--- src/rtl/mac_result_collector.sv ---
// Collects mac_cluster outputs LATENCY cycles after each issue and queues them, tagged, in a FWFT FIFO.
// Issue is credit-throttled against FIFO space plus in-flight tags, so a capture always finds room.
module mac_result_collector #(
  parameter  int ACC_WIDTH = 32,
  parameter  int LATENCY   = 2,
  parameter  int DEPTH     = 4,
  localparam int OW        = $clog2(DEPTH + 1)
) (
  input  logic                   clk,
  input  logic                   rst_n,
  input  logic                   issue_valid,
  output logic                   issue_ready,
  input  logic [1:0]             issue_mode,
  input  logic                   issue_acc,
  input  logic [ACC_WIDTH-1:0]   mac_out0,
  input  logic [ACC_WIDTH-1:0]   mac_out1,
  input  logic [ACC_WIDTH-1:0]   mac_out2,
  input  logic [ACC_WIDTH-1:0]   mac_out3,
  output logic                   res_valid,
  input  logic                   res_ready,
  output logic [4*ACC_WIDTH-1:0] res_data,
  output logic [1:0]             res_mode,
  output logic                   res_acc,
  output logic [OW-1:0]          occupancy
);
  localparam int PW = $clog2(DEPTH);
  localparam logic [OW-1:0] DEPTH_C = OW'(DEPTH);

  typedef struct packed {
    logic       vld;
    logic [1:0] mode;
    logic       acc;
  } tag_t;

  typedef struct packed {
    logic [4*ACC_WIDTH-1:0] data;
    logic [1:0]             mode;
    logic                   acc;
  } ent_t;

  tag_t [LATENCY-1:0] tag_q, tag_d;
  ent_t [DEPTH-1:0]   mem_q, mem_d;
  logic [PW-1:0]      wr_ptr_q, wr_ptr_d, rd_ptr_q, rd_ptr_d;
  logic [OW-1:0]      cnt_q, cnt_d, occ_q, occ_d;
  logic               fire, push, pop;
  ent_t               head;

  // Credit check uses registered occupancy only; rst_n gates it so nothing fires during reset.
  assign issue_ready = (occ_q < DEPTH_C) & rst_n;
  assign fire        = issue_valid & issue_ready;
  assign push        = tag_q[LATENCY-1].vld;
  assign res_valid   = (cnt_q != '0);
  assign pop         = res_valid & res_ready;
  assign occupancy   = occ_q;

  always_comb begin
    tag_d    = tag_q;
    tag_d[0] = '{vld: fire, mode: issue_mode, acc: issue_acc};
    for (int i = 1; i < LATENCY; i++) tag_d[i] = tag_q[i-1];

    mem_d    = mem_q;
    wr_ptr_d = wr_ptr_q;
    rd_ptr_d = rd_ptr_q;
    if (push) begin
      mem_d[wr_ptr_q] = '{data: {mac_out3, mac_out2, mac_out1, mac_out0},
                          mode: tag_q[LATENCY-1].mode,
                          acc:  tag_q[LATENCY-1].acc};
      wr_ptr_d = wr_ptr_q + PW'(1);
    end
    if (pop) rd_ptr_d = rd_ptr_q + PW'(1);

    // A capture only moves an entry from in-flight to buffered, so occupancy ignores it.
    cnt_d = cnt_q + OW'(push) - OW'(pop);
    occ_d = occ_q + OW'(fire) - OW'(pop);
  end

  always_ff @(posedge clk) begin
    if (!rst_n) begin
      tag_q    <= '0;
      wr_ptr_q <= '0;
      rd_ptr_q <= '0;
      cnt_q    <= '0;
      occ_q    <= '0;
    end else begin
      tag_q    <= tag_d;
      wr_ptr_q <= wr_ptr_d;
      rd_ptr_q <= rd_ptr_d;
      cnt_q    <= cnt_d;
      occ_q    <= occ_d;
    end
  end

  // Storage needs no reset: the empty count masks stale contents.
  always_ff @(posedge clk) begin
    mem_q <= mem_d;
  end

  always_comb begin
    head     = mem_q[rd_ptr_q];
    res_data = res_valid ? head.data : '0;
    res_mode = res_valid ? head.mode : 2'b00;
    res_acc  = res_valid ? head.acc  : 1'b0;
  end

endmodule
--- config.mk ---
export PLATFORM = sky130hd
export DESIGN_NAME = mac_result_collector
export DESIGN_NICKNAME = d
export VERILOG_FILES = /design/src/rtl/mac_result_collector.sv
export SDC_FILE = /design/constraint.sdc
export NUM_CORES = 1
export LEC_CHECK = 0
export CORE_MARGIN = 8
export CORE_UTILIZATION = 25
export CTS_BUF_LIST = sky130_fd_sc_hd__clkbuf_4
export DETAILED_ROUTE_END_ITERATION = 10
export PLACE_DENSITY = 0.44
export SLEW_MARGIN = 20
export SYNTH_ARGS = -nofsm -noshare
export SYNTH_HDL_FRONTEND = slang
export SYNTH_SLANG_ARGS = --single-unit
--- constraint.sdc ---
create_clock -name clk -period 7.05 [get_ports clk]
set_clock_uncertainty 0.05 [all_clocks]
set_input_delay 1.41 -clock clk [delete_from_list [all_inputs] [get_ports clk]]
set_output_delay 1.41 -clock clk [all_outputs]
set_load 0.01 [all_outputs]
== Word-level counts from Yosys, hierarchy flattened ==
Cells that the tools add are included.

* Logic and storage cells: 45
* Input bits: 135
* Bits in latches: 0
* Register bits after elaboration: 542
* ROM bits: 0
* Memories: 0
* RAM bits: 0

* Reduce and logical (&&, ||, !) cells: 2
* Mux-type cells: 8
* Div/mod/pow operators: 0
* Bitwise gates (word level): 3
* Multipliers: 0
* Shift-type cells: 0
* Eq/ne operators: 0
* Add/subtract/negate cells: 6
* $lt $le $gt $ge: 4

{| class="wikitable"
|+ Operator list
! kind !! number
|-
| bitwise mux 524 bit || 1
|-
| binary-select mux 131 bit (select 2 bit) || 1
|-
| demux 131 bit (select 2 bit) || 1
|-
| two-way mux 131 bit || 2
|-
| two-way mux 128 bit || 1
|-
| adder 3 x 1 -> 3 bit || 2
|-
| < comparator 2 x 3 -> 1 bit, second input constant || 2
|-
| subtractor 3 x 1 -> 3 bit || 2
|-
| adder 2 x 1 -> 2 bit, second input constant || 2
|-
| bitwise AND 1 bit || 3
|-
| < comparator 3 bit, second input constant || 1
|-
| nonzero test 3 bit || 1
|-
| >= comparator 2 x 1 -> 1 bit, second input constant || 1
|-
| two-way mux 2 bit || 1
|-
| logical AND 1 bit || 1
|-
| two-way mux 1 bit || 1
|}

== Longest topological paths before layout ==
Gate-level depths: netlist of the first run.

* Depth in word-level cells: 5
* Depth in mapped cells: 7

== Worst setup path after synthesis of the first run ==
Ideal clock, no wire load.

* Path type: reg-to-reg
* From: register tag_q (netlist bit push)
* To: register mem_q[0] (netlist bit) (enable)
* Setup time: 505 ps
* Path slack: 2913 ps
* Data required time: 6495 ps
* Cell stages (with the launch flop): 3
* Clock period less this slack: 4137 ps
* Path buffers: 1
* Arrival time: 3582 ps
* Path through: dfxtp_1 clkbuf_1 and2_1

{| class="wikitable"
|+ RTL lines
! item !! RTL line !! RTL
|-
| start, declared || 41 || <nowiki>tag_t [LATENCY-1:0] tag_q, tag_d;</nowiki>
|-
| start signal, assigned || 85 || <nowiki>tag_q <= tag_d;</nowiki>
|-
| end signal, assigned || 95 || <nowiki>mem_q <= mem_d;</nowiki>
|-
| end, declared || 42 || <nowiki>ent_t [DEPTH-1:0] mem_q, mem_d;</nowiki>
|}

No word-level cell between the ends.

== Final worst setup path of the first run ==
* From: register rd_ptr_q[1]
* To: output res_data[6]

* Cells in the longest elaborated chain, start to end: 3

{| class="wikitable"
|+ Ends and longest elaborated chain
! item !! RTL line !! RTL
|-
| start, declared || 43 || <nowiki>logic [PW-1:0] wr_ptr_q, wr_ptr_d, rd_ptr_q, rd_ptr_d;</nowiki>
|-
| start signal, assigned || 87 || <nowiki>rd_ptr_q <= rd_ptr_d;</nowiki>
|-
| binary-select mux 131 bit (select 2 bit) || 99 || <nowiki>head = mem_q[rd_ptr_q];</nowiki>
|-
| two-way mux 131 bit (not written as such) || 99 ||
|-
| two-way mux 128 bit || 100 || <nowiki>res_data = res_valid ? head.data : '0;</nowiki>
|-
| end, declared || 21 || <nowiki>output logic [4*ACC_WIDTH-1:0] res_data,</nowiki>
|}

No other way between the ends. The select of a mux whose other input is x is not followed.

==> qor.csv, run 1 <==
metric;value;unit
status;complete, no violations;
slew_headroom;32.4;%
final_cells;2499;
synth_top_area_share;76.6;%
dpl.hpwl;28200;microns
grtUsageTotal;11.1;%
setup_viol;0;
drive_gt1_share;28.4;%
cts_tree;yes;
final_util;32.6;%
die_w;303;microns
max_freq;0.198;GHz
worstHoldPathType;flop to flop;
die_h;303;microns
numCtsBuffers;155;
start_kind;flop;
dieArea;0.0916;sq mm
cts_max_path_buffers;3;
wl;51200;microns
antenna_found_initial;15;
route.detailed.drc;0;
critPathTopFamily;buffers and inverters;
yosys.area.top_type;edfxtp_1;
drv_slew;0;
syn-mean-instance-area;22.8;sq um
syn_area;0.0205;sq mm
endpoint_kind;output port;
drtIter0Drc;475;
rsz0062_at_grt;false;
dr_total_vias;10400;
slowest_delay;0.93;ns
dr.pass1.iters;4;
layout_commonest_cell;edfxtp_1;
dp_cells;2209;
insertion_delay;0.88;ns
crit_fanout;67;
fin_nets;1439;
io-pin-count;271;
tightestPinTransition;1.01;ns
cpMaxStageDelayCell;dfxtp_4;
p_leak;8.47;nW
grt_pass1_wl;74500;microns
gp_congestion;0.662;
layout_min_cycle_time;5.06;ns
crit_chain;buf_12 > mux4_2 > and2_1 > clkdlybuf4s50_1;
worstPathArrival;3.60;ns
fin_crit_sh;71.7;%
core_area;0.0817;sq mm
htreeDepth;4;
synthCells;903;
antenna_left;0;
maxCapViolCount;0;
synth-seq-cells;542;
setup_tns;0;ns
syn-num-nets;1046;
rows;105;
areaGrowthSynthToFinish;29.5;%
hold_violations;0;
portBuffers;270;
num-fill-cells;7982;
synth_area_leaders;edfxtp_1, mux4_2, and2_1;
grt_pass1_vias;11745;
ys_seq_area_share;78.3;%
synth_cell_types;23;
cts_resized;0;
clockRootBuffer;clkbuf_4;
grt_start_max_net_pins;96;
overflow;0;
peakVddDrop;161;uV
crit_buf_inv;2;
worstPathRequired;5.59;ns
power_density;341;mW/mm^2
vias_per_cell;4.16;
detail_route.wl_per_cell;20.5;microns
cts.clk_slew.worst_paths;0.06;ns
cts_setup_buffers;0;
layout_common_cells;edfxtp_1, clkdlybuf4s50_1, clkbuf_4;
cts_hold_buf;0;
start_util;25.1;%
crit_type;flop to output port;
ys_warn_count;0;
cts_sinks;542;
-- logic make-up (layout without fill, tap and decap cells) --
family,count (synthesis),count (layout),synth area share (%)
AND/OR/NAND/NOR,159,159,4.82
multiplexers,134,134,14.5
adder cells (fa/ha/maj),8,8,0.560
AO/OA/AOI/OAI,2,2,0.0792
flip-flops,542,542,78.3
buffers and inverters,53,571,1.36
XOR/XNOR,5,5,0.347
other,0,8,0
-- flip-flops by register name, summed over array words and instances, names as in the netlist --
signal and count:
cnt_q 3, tag_q 3, tag_d 4, wr_ptr_q 2
push 1, occupancy 3, mem_q 524, rd_ptr_q 2
-- routing by layer --
metal | up-vias | share of wire [%] | GRT usage (%)
met3 | 104 | 9.2 | 5.37
met2 | 368 | 46 | 17.3
li1 | 4582 | - | -
met5 | - | 0.14 | 0
met4 | 12 | 2.1 | 4.50
met1 | 5334 | 42 | 13.2
-- Yosys cell counts --
master and instances:
ha_1 6, or2_2 1, clkbuf_1 23, xnor2_1 1
buf_6 8, mux2i_1 3, and2_1 149, nand3_1 1
dfxtp_1 18, o311ai_0 1, buf_2 17, fa_1 2
inv_1 5, nand2b_1 2, nand3b_1 1, xor2_1 2
o31ai_1 1, mux4_2 131, nand2_1 2, edfxtp_1 524
xnor3_1 2, nor2b_1 2, or3_1 1
-- worst paths after layout --
| check | start | end | slack [ns] | depth (start not counted) |
|---|---|---|---|---|
| worst min-delay path | tag_d[6]$_SDFF_PN0_ | tag_q[6]$_SDFF_PN0_ | 0.38 | 1 |
| worst max-delay path | rd_ptr_q[1]$_SDFFE_PN0P_ | res_data[6] | 1.99 | 4 |
| worst max register to register | cnt_q[1]$_SDFF_PN0_ | occupancy[2]$_SDFF_PN0_ | 4.24 | 6 |
| worst min register to register | tag_d[6]$_SDFF_PN0_ | tag_q[6]$_SDFF_PN0_ | 0.38 | 1 |
-- through the flow --
step / area [sq um] / power, mW / worst slack (ns) / hold slack, ns
floorplan: 20500 / 4.99 / 2.91 / 0.362
detailed placement: 24500 / 6.23 / 2.49 / 0.368
global placement: 24500 / 6.24 / 2.45 / 0.368
CTS: 26600 / 9.34 / 1.74 / 0.382
global route: 26600 / 9.61 / 1.70 / 0.397
finish: 26600 / 9.07 / 1.99 / 0.380
-- final cells by class --
type                            instances  area (sq um)  share of cell area, %
Sequential cell                       542         16100                   60.5
Antenna cell                            8          20.0                 0.0752
Clock buffer                          232          1740                   6.55
Multi-Input combinational cell        308          4190                   15.7
Inverter                                5          18.8                 0.0705
Timing Repair Buffer                  284          2860                   10.7
Clock inverter                         50           337                   1.27
Tap cell                             1070          1340                   5.03
-- report_power, final --
group | internal [mW] | switching [mW]
registers | 3.61 | 0.0855
clock network | 1.66 | 1.34
logic | 1.31 | 1.06
total | 6.58 | 2.49
Note: power is estimated with default switching activity, not from simulation.
==> inputs of run 2 (changes only) <==
PLACE_DENSITY = 0.46   (was 0.44)
clock period = 4.15 ns   (was 7.05 ns; I/O delays follow)
==> qor.csv, run 2 (same netlist as run 1, synthesis figures left out) <==
metric;value;unit
peakVddDrop;246;uV
io-pin-count;271;
register_area;0.0161;sq mm
dr_total_vias;10313;
cts_max_path_buffers;3;
slew_headroom;42.1;%
start_util;25.1;%
wl_met2;24000;microns
drtIter0Drc;464;
cts_sinks;542;
vias_per_cell;4.15;
antenna_found_initial;12;
overflow;0;
wl_met1;21100;microns
rows;105;
gp_congestion;0.650;
fin_nets;1437;
cpMaxStageDelayCell;mux4_2;
dpl.hpwl;28900;microns
p_leak;8.95;nW
critPathTopFamily;buffers and inverters;
worstHoldPathType;flop to flop;
power.total;14.9;mW
max_freq;0.256;GHz
multi_input_area;0.00419;sq mm
areaGrowthSynthToFinish;29.5;%
grt_pass1_wl;73300;microns
drive_gt1_share;27.8;%
numCtsBuffers;148;
setup_viol;0;
crit_fanout;40;
cts.clk_slew.worst_paths;0.06;ns
crit_buf_inv;2;
core_area;0.0817;sq mm
fin_crit_sh;94.0;%
htreeDepth;4;
tightestPinTransition;0.861;ns
crit_type;flop to output port;
wl_met3;3860;microns
grt_start_max_net_pins;87;
antenna_left;0;
worstPathRequired;3.27;ns
hold_violations;0;
detail_route.wl_per_cell;20.2;microns
grt_pass1_vias;11617;
setup_tns;0;ns
largest_register_ffs;524;
worstPathArrival;3.02;ns
portBuffers;270;
layout_common_cells;edfxtp_1, clkbuf_4, clkdlybuf4s50_1;
route.detailed.drc;0;
insertion_delay;0.87;ns
dieArea;0.0916;sq mm
wl;50000;microns
rsz0062_at_grt;true;
maxCapViolCount;0;
dr.pass1.iters;4;
clockRootBuffer;clkbuf_4;
start_kind;flop;
drv_slew;0;
highest_layer;met5;
crit_chain;buf_16 > mux4_2 > and2_1 > clkdlybuf4s50_1;
largest_register;mem_q;
layout_min_cycle_time;3.90;ns
cts_tree;yes;
num-fill-cells;7978;
slowest_delay;0.57;ns
cts_hold_buf;0;
power_density;560;mW/mm^2
grtUsageTotal;10.9;%
die_h;303;microns
endpoint_kind;output port;
die_w;303;microns
layout_commonest_cell;edfxtp_1;
status;complete, no violations;
cts_setup_buffers;0;
[run 2: layer usage]
| metal | vias to the layer above | global-route usage (%) |
|---|---|---|
| met5 | - | 0 |
| met4 | 10 | 4.25 |
| met3 | 88 | 4.59 |
| met2 | 315 | 17.5 |
| met1 | 5329 | 12.8 |
| li1 | 4571 | - |
[run 2: final timing paths]
path,startpoint,endpoint,slack [ns],cells after the start
max,rd_ptr_q[0]$_SDFFE_PN0P_,res_data[53],0.25,4
min,tag_q[5]$_SDFF_PN0_,mem_q[132]$_DFFE_PP_,0.38,0
max reg2reg,cnt_q[1]$_SDFF_PN0_,occupancy[2]$_SDFF_PN0_,1.63,6
min reg2reg,tag_q[5]$_SDFF_PN0_,mem_q[132]$_DFFE_PP_,0.38,0
[run 2: timing repair]
action | in CTS | in global routing
resized for setup | 41 | 31
endpoints found under the setup margin | 73 | 44
pin swaps | 0 | 0
[run 2: worst reg2reg max path, delay by kind of cell, from the launching register on]
kind / cells / cell delay, ns
DFF: 1 / 0.35
AOI/OAI and AO/OA: 1 / 0.75
xor gates and xnor gates: 2 / 0.50
and+or+nand+nor: 1 / 0.15
adders and majority gates: 2 / 0.62
[run 2: area by class of cell]
cell class,instances,area share (%)
antenna,9,0.0846
clock buffer,216,6.09
clock inverter,44,1.03
inverter,5,0.0705
multi-input combinational,308,15.7
sequential,542,60.5
tap,1070,5.03
timing repair buffer,289,11.4
[run 2: stage by stage]
stage | area [sq um] | instances | util (%) | setup WS [ns] | hold WS [ns]
global route | 26600 | 2476 | 32.5 | -0.0120 | 0.349
floorplan | 20500 | 903 | - | 0.0127 | 0.362
global placement | 24600 | 2214 | 30.2 | 0.942 | 0.371
detailed placement | 24600 | 2214 | 30.2 | 0.950 | 0.367
CTS | 26500 | 2474 | 32.4 | -0.0264 | 0.301
finish | 26600 | 2483 | 32.6 | 0.250 | 0.376
[run 2: power breakdown]
| group | total, mW | switching, mW | internal, mW |
|---|---|---|---|
| registers | 6.21 | 0.0773 | 6.13 |
| logic | 3.95 | 1.81 | 2.14 |
| clock network | 4.75 | 2.18 | 2.57 |
